`src/rtl/ga_pkg.sv`:
```
// Shared GA accelerator types: chromosome geometry, crossover FSM states and the
// per-weight crossover mux used by the crossover stage.
package ga_pkg;

  localparam int unsigned DATA_W      = 6;
  localparam int unsigned M_MAX       = 32;
  localparam int unsigned M_MAX_W     = $clog2(M_MAX + 1);
  localparam int unsigned M_IDX_MAX_W = $clog2(M_MAX);
  localparam int unsigned CHROM_MAX_W = DATA_W * M_MAX;
  localparam int unsigned RAND_W      = M_IDX_MAX_W + DATA_W;

  typedef logic [CHROM_MAX_W-1:0] chrom_t;
  typedef logic [M_MAX_W-1:0]     wcnt_t;

  typedef enum logic [1:0] {
    StIdle,
    StMod,
    StSendA,
    StSendB
  } xover_state_e;

  // Weights below k come from head, the rest from tail; weights at or above m are zeroed.
  function automatic chrom_t cross_mux(chrom_t head, chrom_t tail, wcnt_t m, wcnt_t k);
    chrom_t c;
    c = '0;
    for (int unsigned i = 0; i < M_MAX; i++) begin
      if (i < 32'(m)) begin
        c[i*DATA_W +: DATA_W] = (i < 32'(k)) ? head[i*DATA_W +: DATA_W]
                                             : tail[i*DATA_W +: DATA_W];
      end
    end
    return c;
  endfunction

endpackage

```
`src/rtl/ga_crossover_if.sv`:
```
// Handshake bundle between selection, crossover and mutation stages: one parent pair
// in over parents_valid/parents_ack, one child at a time out over child_valid/child_ack.
interface ga_crossover_if;
  import ga_pkg::*;

  logic   parents_valid;
  logic   parents_ack;
  chrom_t parent1;
  chrom_t parent2;
  logic   child_valid;
  logic   child_ack;
  chrom_t child;

  modport master (
    output parents_valid, parent1, parent2, child_ack,
    input  parents_ack, child_valid, child
  );

  modport slave (
    input  parents_valid, parent1, parent2, child_ack,
    output parents_ack, child_valid, child
  );

endinterface

```
`src/rtl/ga_crossover_point.sv`:
```
// Sequential modulo for the cut point: k = (rand mod (m-1)) + 1, one subtraction per cycle.
// With m <= 1 there is no valid cut, so it finishes at once and reports k = 1.
module ga_crossover_point
  import ga_pkg::*;
(
  input  logic                   clk,
  input  logic                   rstn,
  input  logic                   sw_rst_i,
  input  logic                   load_i,
  input  logic [M_IDX_MAX_W-1:0] load_val_i,
  input  logic                   run_i,
  input  wcnt_t                  m_i,
  output logic                   done_o,
  output wcnt_t                  k_o
);

  logic [M_IDX_MAX_W-1:0] rem_q, rem_d;
  wcnt_t                  d;
  logic                   no_cut;

  assign d      = m_i - wcnt_t'(1);
  assign no_cut = (m_i <= wcnt_t'(1));
  assign done_o = no_cut || (wcnt_t'(rem_q) < d);
  assign k_o    = no_cut ? wcnt_t'(1) : wcnt_t'(rem_q) + wcnt_t'(1);

  // d always fits the remainder width whenever a subtraction actually happens.
  always_comb begin
    rem_d = rem_q;
    if (load_i) begin
      rem_d = load_val_i;
    end else if (run_i && !done_o) begin
      rem_d = rem_q - M_IDX_MAX_W'(d);
    end
  end

  always_ff @(posedge clk or negedge rstn) begin
    if (!rstn) begin
      rem_q <= '0;
    end else if (sw_rst_i) begin
      rem_q <= '0;
    end else begin
      rem_q <= rem_d;
    end
  end

endmodule

```
`src/rtl/ga_crossover.sv`:
```
// Single-point crossover stage: captures a parent pair, draws a cut point and hands
// child A then child B to the mutation stage.
module ga_crossover
  import ga_pkg::*;
(
  input  logic                clk,
  input  logic                rstn,
  input  logic                sw_rst_i,
  input  wcnt_t               cnfg_m_i,
  input  logic [RAND_W-1:0]   rand_data_i,
  ga_crossover_if.slave       bus_io
);

  xover_state_e state_q, state_d;

  chrom_t p1_q, p1_d;
  chrom_t p2_q, p2_d;
  chrom_t child_q, child_d;
  chrom_t child_b_q, child_b_d;
  logic   parents_ack_q, parents_ack_d;
  logic   child_valid_q, child_valid_d;

  logic  pt_load, pt_run, pt_done;
  wcnt_t cut_k;
  wcnt_t m_eff;
  logic  unused_rand;

  assign unused_rand = ^rand_data_i[RAND_W-1:M_IDX_MAX_W];

  // m = 0 behaves like m = 1: weight 0 passes straight through each parent.
  assign m_eff = (cnfg_m_i == '0) ? wcnt_t'(1) : cnfg_m_i;

  ga_crossover_point u_point (
    .clk        (clk),
    .rstn       (rstn),
    .sw_rst_i   (sw_rst_i),
    .load_i     (pt_load),
    .load_val_i (rand_data_i[M_IDX_MAX_W-1:0]),
    .run_i      (pt_run),
    .m_i        (cnfg_m_i),
    .done_o     (pt_done),
    .k_o        (cut_k)
  );

  always_ff @(posedge clk or negedge rstn) begin
    if (!rstn) begin
      state_q <= StIdle;
    end else if (sw_rst_i) begin
      state_q <= StIdle;
    end else begin
      state_q <= state_d;
    end
  end

  always_comb begin
    state_d = state_q;
    unique case (state_q)
      StIdle:  if (bus_io.parents_valid) state_d = StMod;
      StMod:   if (pt_done)              state_d = StSendA;
      StSendA: if (bus_io.child_ack)     state_d = StSendB;
      StSendB: if (bus_io.child_ack)     state_d = StIdle;
      default:                           state_d = StIdle;
    endcase
  end

  always_comb begin
    pt_load       = 1'b0;
    pt_run        = 1'b0;
    p1_d          = p1_q;
    p2_d          = p2_q;
    child_d       = child_q;
    child_b_d     = child_b_q;
    parents_ack_d = 1'b0;
    child_valid_d = child_valid_q;
    unique case (state_q)
      StIdle: begin
        if (bus_io.parents_valid) begin
          pt_load       = 1'b1;
          p1_d          = bus_io.parent1;
          p2_d          = bus_io.parent2;
          parents_ack_d = 1'b1;
        end
      end
      StMod: begin
        pt_run = 1'b1;
        if (pt_done) begin
          child_d       = cross_mux(p1_q, p2_q, m_eff, cut_k);
          child_b_d     = cross_mux(p2_q, p1_q, m_eff, cut_k);
          child_valid_d = 1'b1;
        end
      end
      StSendA: begin
        if (bus_io.child_ack) child_d = child_b_q;
      end
      StSendB: begin
        if (bus_io.child_ack) child_valid_d = 1'b0;
      end
      default: ;
    endcase
  end

  always_ff @(posedge clk or negedge rstn) begin
    if (!rstn) begin
      p1_q          <= '0;
      p2_q          <= '0;
      child_q       <= '0;
      child_b_q     <= '0;
      parents_ack_q <= 1'b0;
      child_valid_q <= 1'b0;
    end else if (sw_rst_i) begin
      p1_q          <= '0;
      p2_q          <= '0;
      child_q       <= '0;
      child_b_q     <= '0;
      parents_ack_q <= 1'b0;
      child_valid_q <= 1'b0;
    end else begin
      p1_q          <= p1_d;
      p2_q          <= p2_d;
      child_q       <= child_d;
      child_b_q     <= child_b_d;
      parents_ack_q <= parents_ack_d;
      child_valid_q <= child_valid_d;
    end
  end

  assign bus_io.parents_ack = parents_ack_q;
  assign bus_io.child_valid = child_valid_q;
  assign bus_io.child       = child_q;

endmodule
```
`src/flat_wrapper.sv`:
```
// flat-port wrapper written by rule: the top's interface ports become plain ports
module ga_crossover_flat import ga_pkg::*;
  (clk, rstn, sw_rst_i, cnfg_m_i, rand_data_i, bus_io_parents_valid, bus_io_parent1, bus_io_parent2, bus_io_child_ack, bus_io_parents_ack, bus_io_child_valid, bus_io_child);
  ga_crossover_if bus_io_i ();
  input  logic clk;
  input  logic rstn;
  input  logic sw_rst_i;
  input  wcnt_t cnfg_m_i;
  input  logic [RAND_W-1:0] rand_data_i;
  input wire logic [$bits(bus_io_i.parents_valid)-1:0] bus_io_parents_valid;
  input wire logic [$bits(bus_io_i.parent1)-1:0] bus_io_parent1;
  input wire logic [$bits(bus_io_i.parent2)-1:0] bus_io_parent2;
  input wire logic [$bits(bus_io_i.child_ack)-1:0] bus_io_child_ack;
  output wire logic [$bits(bus_io_i.parents_ack)-1:0] bus_io_parents_ack;
  output wire logic [$bits(bus_io_i.child_valid)-1:0] bus_io_child_valid;
  output wire logic [$bits(bus_io_i.child)-1:0] bus_io_child;
  assign bus_io_i.parents_valid = bus_io_parents_valid;
  assign bus_io_i.parent1 = bus_io_parent1;
  assign bus_io_i.parent2 = bus_io_parent2;
  assign bus_io_i.child_ack = bus_io_child_ack;
  assign bus_io_parents_ack = bus_io_i.parents_ack;
  assign bus_io_child_valid = bus_io_i.child_valid;
  assign bus_io_child = bus_io_i.child;
  ga_crossover u_core (.clk(clk), .rstn(rstn), .sw_rst_i(sw_rst_i), .cnfg_m_i(cnfg_m_i), .rand_data_i(rand_data_i), .bus_io(bus_io_i));
endmodule
```
`config.mk`:
```
export PLATFORM = sky130hd
export DESIGN_NAME = ga_crossover_flat
export DESIGN_NICKNAME = d
export VERILOG_FILES = /design/src/rtl/ga_pkg.sv /design/src/rtl/ga_crossover_if.sv /design/src/rtl/ga_crossover_point.sv /design/src/rtl/ga_crossover.sv /design/src/flat_wrapper.sv
export SDC_FILE = /design/constraint.sdc
export NUM_CORES = 2
export LEC_CHECK = 0
export BUFFER_PORTS_ARGS = -buffer_cell sky130_fd_sc_hd__buf_2
export CORE_MARGIN = 2
export CORE_UTILIZATION = 35
export CTS_CLUSTER_SIZE = 8
export DETAILED_ROUTE_END_ITERATION = 6
export HOLD_SLACK_MARGIN = 0.06
export PLACE_DENSITY_LB_ADDON = 0.05
export SYNTH_ARGS = -nofsm -noshare
export SYNTH_HDL_FRONTEND = slang
export SYNTH_SLANG_ARGS = --single-unit
```
`constraint.sdc`:
```
create_clock -name clk -period 2.9 [get_ports clk]
set_clock_uncertainty 0.15 [all_clocks]
set_input_delay 0.58 -clock clk [delete_from_list [all_inputs] [get_ports clk]]
set_output_delay 0.58 -clock clk [all_outputs]
set_load 0.03 [all_outputs]
```
; ---- After elaboration in Yosys (flattened, before gate mapping)
; Cells that the tools add are included.
[op_classes]
addsub = 3
magnitude_cmp = 66
n_eq_ne = 7
muxes = 160
n_reduce_logical = 17
[op_table]
columns = cell, n
row1 = $mux 192, 12
row2 = $mux 6, 130
row3 = $pmux 192 s2, 1
row4 = $lt 5x6->1 const A, 32
row5 = $lt 4x6->1 const A, 16
row6 = $lt 3x6->1 const A, 8
row7 = $lt 1x6->1 const A, 4
row8 = $lt 2x6->1 const A, 4
row9 = $mux 5, 3
row10 = $ne 3x3->1 const B, 4
row11 = $mux 2, 5
row12 = $reduce_bool 3->1, 3
row13 = $pmux 2 s4, 1
row14 = $reduce_bool 2->1, 4
row15 = $mux 1, 7
row16 = $add 5x1->6 const B, 1
row17 = $le 6x1->1 const B, 1
row18 = $logic_not 6->1, 1
row19 = $lt 5x6->1, 1
row20 = $reduce_and 3->1, 2
row21 = $sub 6x1->6 const B, 1
row22 = $sub 5x5->5, 1
row23 = $eq 2x2->1 const B, 2
row24 = $reduce_and 2->1, 2
row25 = other kinds (7), 7
[word_totals]
reg_bits = 777
in_bits = 406
output_inout_bits = 194
wordCells = 261

; ---- Depth between registers and ports, before layout
[depth]
depth_word = 8
ltp_mapped = 15
depth_no_buf = 11

; ---- Cells and area by module
; From an unflattened synthesis, not the netlist that was laid out.
[unflattened]
cells_unflattened = 3651
hier_area_um2 = 35114.9
[by_module_without_submodules]
columns = mod, n_inst, cells_each, area_per_inst_um2, seq_area_each_um2
row1 = ga_crossover, 1, 3574, 34456.8, 19318.5
row2 = ga_crossover_point, 1, 77, 658.1, 125.1

; ---- Worst setup path before layout
; OpenSTA, ideal clock, no wires.
[synth_path]
path_kind = input to register
from = input cnfg_m_i[1]
to = register u_core.child_b_q[144]
setup_ns = 0.083
arrival_ns = 3.231
t_required_ns = 2.667
setup_slack_ns = -0.564
cell_stages = 14
n_path_buf = 4
path_cell_list = buf_2 > inv_1 > ha_1 > clkbuf_1 > xnor2_1 > ha_1 > nor2b_1 > o31a_1 > o211ai_2 > and2_0 > clkbuf_1 > clkbuf_1 > nand2_1 > o21ai_0
[synth_via]
elab_chain_cells = 8
elab_cells_between_ends = 16
cone_classes = add/sub: 1 / order compare: 4 / mux: 7 / reduce/logical: 4
[synth_rtl]
columns = item, line
row1 = from (decl), flat_wrapper.sv:8  ; input wcnt_t cnfg_m_i;
row2 = $le 6x1->1, ga_crossover_point.sv:22  ; assign no_cut = (m_i <= wcnt_t'(1));
row3 = $mux 6, ga_crossover_point.sv:24  ; assign k_o = no_cut ? wcnt_t'(1) : wcnt_t'(rem_q) + wcnt_t'(1);
row4 = $lt 5x6->1, ga_pkg.sv:28  ; c[i*DATA_W +: DATA_W] = (i < 32'(k)) ? head[i*DATA_W +: DATA_W]
row5 = $mux 6, ga_pkg.sv:28
row6 = $mux 6, ga_pkg.sv:27  ; if (i < 32'(m)) begin
row7 = $mux 192, ga_crossover.sv:86  ; if (pt_done) begin
row8 = $mux 192, ga_crossover.sv:75  ; unique case (state_q)
row9 = $mux 192, ga_crossover.sv:110  ; end else if (sw_rst_i) begin
row10 = to (signal assigned), ga_crossover.sv:121  ; child_b_q <= child_b_d;
row11 = to (decl), ga_crossover.sv:19  ; chrom_t child_b_q, child_b_d;
; Parallel ways exist; a longest one is shown, timed or not. The select of a mux whose other input is x is not followed.
; A chain may end at the register's enable or synchronous reset.

; ---- Worst setup path in the final report
[layout_path]
from = register u_core.u_point.rem_q[2]
to = register u_core.child_b_q[188]
[layout_via]
elab_chain_cells = 8
elab_cells_between_ends = 12
cone_classes = add/sub: 1 / order compare: 2 / mux: 6 / reduce/logical: 3
[layout_rtl]
columns = item, line
row1 = from (decl), ga_crossover_point.sv:17  ; logic [M_IDX_MAX_W-1:0] rem_q, rem_d;
row2 = from (signal assigned), ga_crossover_point.sv:42  ; rem_q <= rem_d;
row3 = $add 5x1->6, ga_crossover_point.sv:24
row4 = $mux 6, ga_crossover_point.sv:24
row5 = $lt 5x6->1, ga_pkg.sv:28
row6 = $mux 6, ga_pkg.sv:28
row7 = $mux 6, ga_pkg.sv:27
row8 = $mux 192, ga_crossover.sv:86
row9 = $mux 192, ga_crossover.sv:75
row10 = $mux 192, ga_crossover.sv:110
; Parallel ways exist; a longest one is shown, timed or not. The select of a mux whose other input is x is not followed.

==> impl_metrics.env <==
export IMPL_grt_pass1_vias=29867
export IMPL_first_pass_iters=5
export IMPL_vias_per_cell=5.40
export IMPL_combPwrFrac=0.352
export IMPL_rr_endpoint="u_core.child_b_q[188]"
export IMPL_hold_class="input pin to register"
export IMPL_path_buf_inv=5
export IMPL_grt_pass1_wl_um=184000
export IMPL_antenna_left=0
export IMPL_fp_dieH_um=315
export IMPL_hpwl_um=85600
export IMPL_dieArea_um2=99000
export IMPL_endpoint="u_core.child_b_q[188]"
export IMPL_setup_viol=0
export IMPL_ys_warn_count=0
export IMPL_drtIter0Drc=1889
export IMPL_grt_overflow=0
export IMPL_hold_viol_final=0
export IMPL_cts_sinks=777
export IMPL_final_nets=4424
export IMPL_cp_common_cell="buf_4"
export IMPL_irDropWorstVdd_mv=0.421
export IMPL_drv_cap=0
export IMPL_post_route_util=0.506
export IMPL_synth_cells=2867
export IMPL_drive_above_1_share=0.281
export IMPL_io_buffers=593
export IMPL_use_met2=0.402
export IMPL_rsz0062_at_grt="yes"
export IMPL_crit_chain="ha_1, nor2b_4, o31a_1, buf_4, o211ai_4, buf_6, a21oi_4, buf_4, clkbuf_16, buf_12, o31ai_2"
export IMPL_slew_headroom=0.311
export IMPL_crit_arrival_ns=3.34
export IMPL_period_minus_slack_ns=2.90
export IMPL_antenna_found_initial=24
export IMPL_worst_pin_slew_ns=1.02
export IMPL_cp_depth=11
export IMPL_met1_usage=0.313
export IMPL_p_sw_frac=0.350
export IMPL_ctsLongestPathBuffers=3
export IMPL_cts_inserted_buffers=107
export IMPL_worst_setup_path_type="register to register"
export IMPL_vias=28572
export IMPL_crit_fanout=14
export IMPL_syn_area_per_cell_um2=11.8
export IMPL_power_density_nw_per_um2=798
export IMPL_r2r_start="u_core.u_point.rem_q[2]"
export IMPL_cp_end_kind="register"
export IMPL_ys_top_cells_by_area="dfrtp_1 (58%), mux2i_1 (10%), a22o_1 (10%), o21ai_0 (4.3%), nand2_1 (3.1%)"
export IMPL_synthFlopType="dfrtp_1"
export IMPL_die_w_um=315
export IMPL_ys_seq_area_frac=0.575
export IMPL_grt_max_degree=120
export IMPL_final_common_cell="dfrtp_1"
export IMPL_htree_levels=3
export IMPL_place_congestion=0.848
export IMPL_async_reset_ff_frac=1.00
export IMPL_pin_count=600
export IMPL_worstPathRequired_ns=3.34
export IMPL_netlist_area_um2=33800
export IMPL_slowest_stage="dfrtp_1"
export IMPL_synth_fp_nets=3288
export IMPL_cts_tree="done"
export IMPL_rows=113
export IMPL_leakagePower_nw=22.4
export IMPL_path_delay_family="compound AO/OA/AOI/OAI gates"
export IMPL_startpoint="u_core.u_point.rem_q[2]"
export IMPL_critPathLaunchType="register"
export IMPL_rrSetupSlack_ns=0.004
export IMPL_placed_cells=4724
export IMPL_clk_latency_ns=0.69
export IMPL_totalWireLength_um=126000
export IMPL_clock_root_buffer="clkbuf_16"
export IMPL_start_util=0.355
export IMPL_drc_errors=0
export IMPL_status="finished, final reports clean"
export IMPL_synth_top_area_cell="dfrtp_1"
export IMPL_area_growth_syn_to_layout_pct=42.8
export IMPL_p_switching_mw=13.5
export IMPL_ys_seq_elements=777
export IMPL_maxSlewViolCount=0
export IMPL_pwr_share_seq=0.358
export IMPL_timing_final_crit_share=0.999
export IMPL_finalPower_mw=38.5
export IMPL_busiest_layer="met2"
export IMPL_final_cells=5289
export IMPL_synth_cell_types=67
export IMPL_clk_pin_slew_ns=0.05
export IMPL_p_int_mw=25.0
export IMPL_synth_edf_count=0
export IMPL_track_usage=0.243
export IMPL_layout_common_cells="dfrtp_1 (776), buf_2 (592), a22o_1 (390), dlygate4sd3_1 (390), mux2i_1 (342)"
export IMPL_max_freq_mhz=345
export IMPL_clkPwrFrac=0.290
export IMPL_grtUsageMet3=0.0517
export IMPL_netlist_area_leader_share=0.575
export IMPL_crit_path_max_incr_delay_ns=0.48
export IMPL_rr_worst_depth=11
export IMPL_coreArea_um2=95300
export IMPL_post_drt_wl_per_cell_um=23.8
-- how the worst min path moves through the flow --
stage | startpoint | depth (start not counted) | to | slack (ns)
6_report | bus_io_child_ack | 4 | u_core.bus_io.child_valid | 0.15
3_5_place_dp | u_core.child_b_q[189] | 2 | u_core.child_b_q[189] | 0.32
2_1_floorplan | rstn | 0 | u_core.bus_io.child[0] | 0.13
5_1_grt | bus_io_child_ack | 4 | u_core.bus_io.child_valid | 0.14
3_3_place_gp | u_core.child_b_q[165] | 2 | u_core.child_b_q[165] | 0.31
4_1_cts | bus_io_child_ack | 4 | u_core.bus_io.child_valid | 0.09
-- tightest hold or removal path, stage by stage --
cell and delay [ns]:
buf_2 0.13, nand3_1 0.07, nand3b_1 0.08, o21ai_1 0.07
-- repair_timing --
item                                    CTS  global route
hold buffers                            390             0
endpoints found under the setup margin  348           359
pin swaps                                 6            24
buffers inserted                          6            15
gates cloned                              1            23
resized for setup                        13           157
endpoints found under the hold margin   422             0
-- layer usage --
| layer | vias up | wire, um |
|---|---|---|
| met1 | 14511 | 54400 |
| met3 | 245 | 6530 |
| met5 | - | 177 |
| met2 | 788 | 60500 |
| met4 | 28 | 4350 |
| li1 | 13000 | - |
-- layout make-up --
class                           instances  area [um^2]
Clock buffer                          115         2760
Clock inverter                          5         58.8
Inverter                               14         57.6
Fill cell                            8542        47100
Tap cell                             1265         1580
Sequential cell                       777        19400
Antenna cell                           10         25.0
Timing Repair Buffer                 1247        10300
Multi-Input combinational cell       1856        14000
-- power by group through the flow --
stage,Sequential [mW],Clock [mW],Combinational [mW]
floorplan,14.0,0,6.70
global placement,13.8,0,11.8
detailed placement,13.9,0,12.0
CTS,13.7,11.4,12.6
global route,14.0,11.9,14.5
finish,13.8,11.2,13.6
-- registers in the layout, indices dropped and copies added (netlist names) --
name,flops
u_core.bus_io.child,192
u_core.u_point.rem_q,5
u_core.bus_io.child_valid,1
u_core.p1_q,192
u_core.bus_io.parents_ack,1
u_core.p2_q,192
u_core.child_b_q,192
u_core.state_q,2
-- metrics by stage --
step                      hold WS, ns  cell area [um^2]  TNS [ns]  worst slack [ns]
after global placement          0.312             40200   -167.53            -0.548
after detailed placement        0.315             40200   -172.91            -0.606
after CTS                      0.0881             47100  -0.00137          -0.00137
final                           0.146             48200         0           0.00394
after global routing            0.143             48200    -10.94            -0.104
after floorplan                 0.134             34200    -74.58            -0.237
-- cell usage after synthesis, types with 3 or more instances --
master	instances
a21oi_1	33
xnor2_1	6
nor2_1	62
a21oi_2	4
mux2_1	5
inv_1	14
buf_2	69
a21o_1	5
o21ai_0	289
nand2_1	281
or2_2	3
a221o_1	24
a221oi_1	30
mux2i_1	343
nor3_1	47
ha_1	14
a22oi_1	132
dfrtp_1	777
mux2_2	27
a21boi_2	4
or3_1	5
clkbuf_1	130
buf_4	19
o21bai_1	4
o21ai_1	51
nand3_1	14
nor2b_1	6
o31ai_1	16
a22o_1	390
nand3b_1	4
and2_1	4
nand2b_1	11
-- cell families (layout without fill, tap and decap cells) --
family,after synthesis,count (layout),share of synthesized area
DFF,777,777,0.575
buffers and inverters,234,1381,0.0311
adders and majority gates,15,15,0.00578
xor gates and xnor gates,8,8,0.00207
other,0,10,0
and+or+nand+nor,455,455,0.0582
AOI/OAI and AO/OA,1002,1002,0.214
muxes,376,376,0.113
Power figures use the tool's default switching activity.
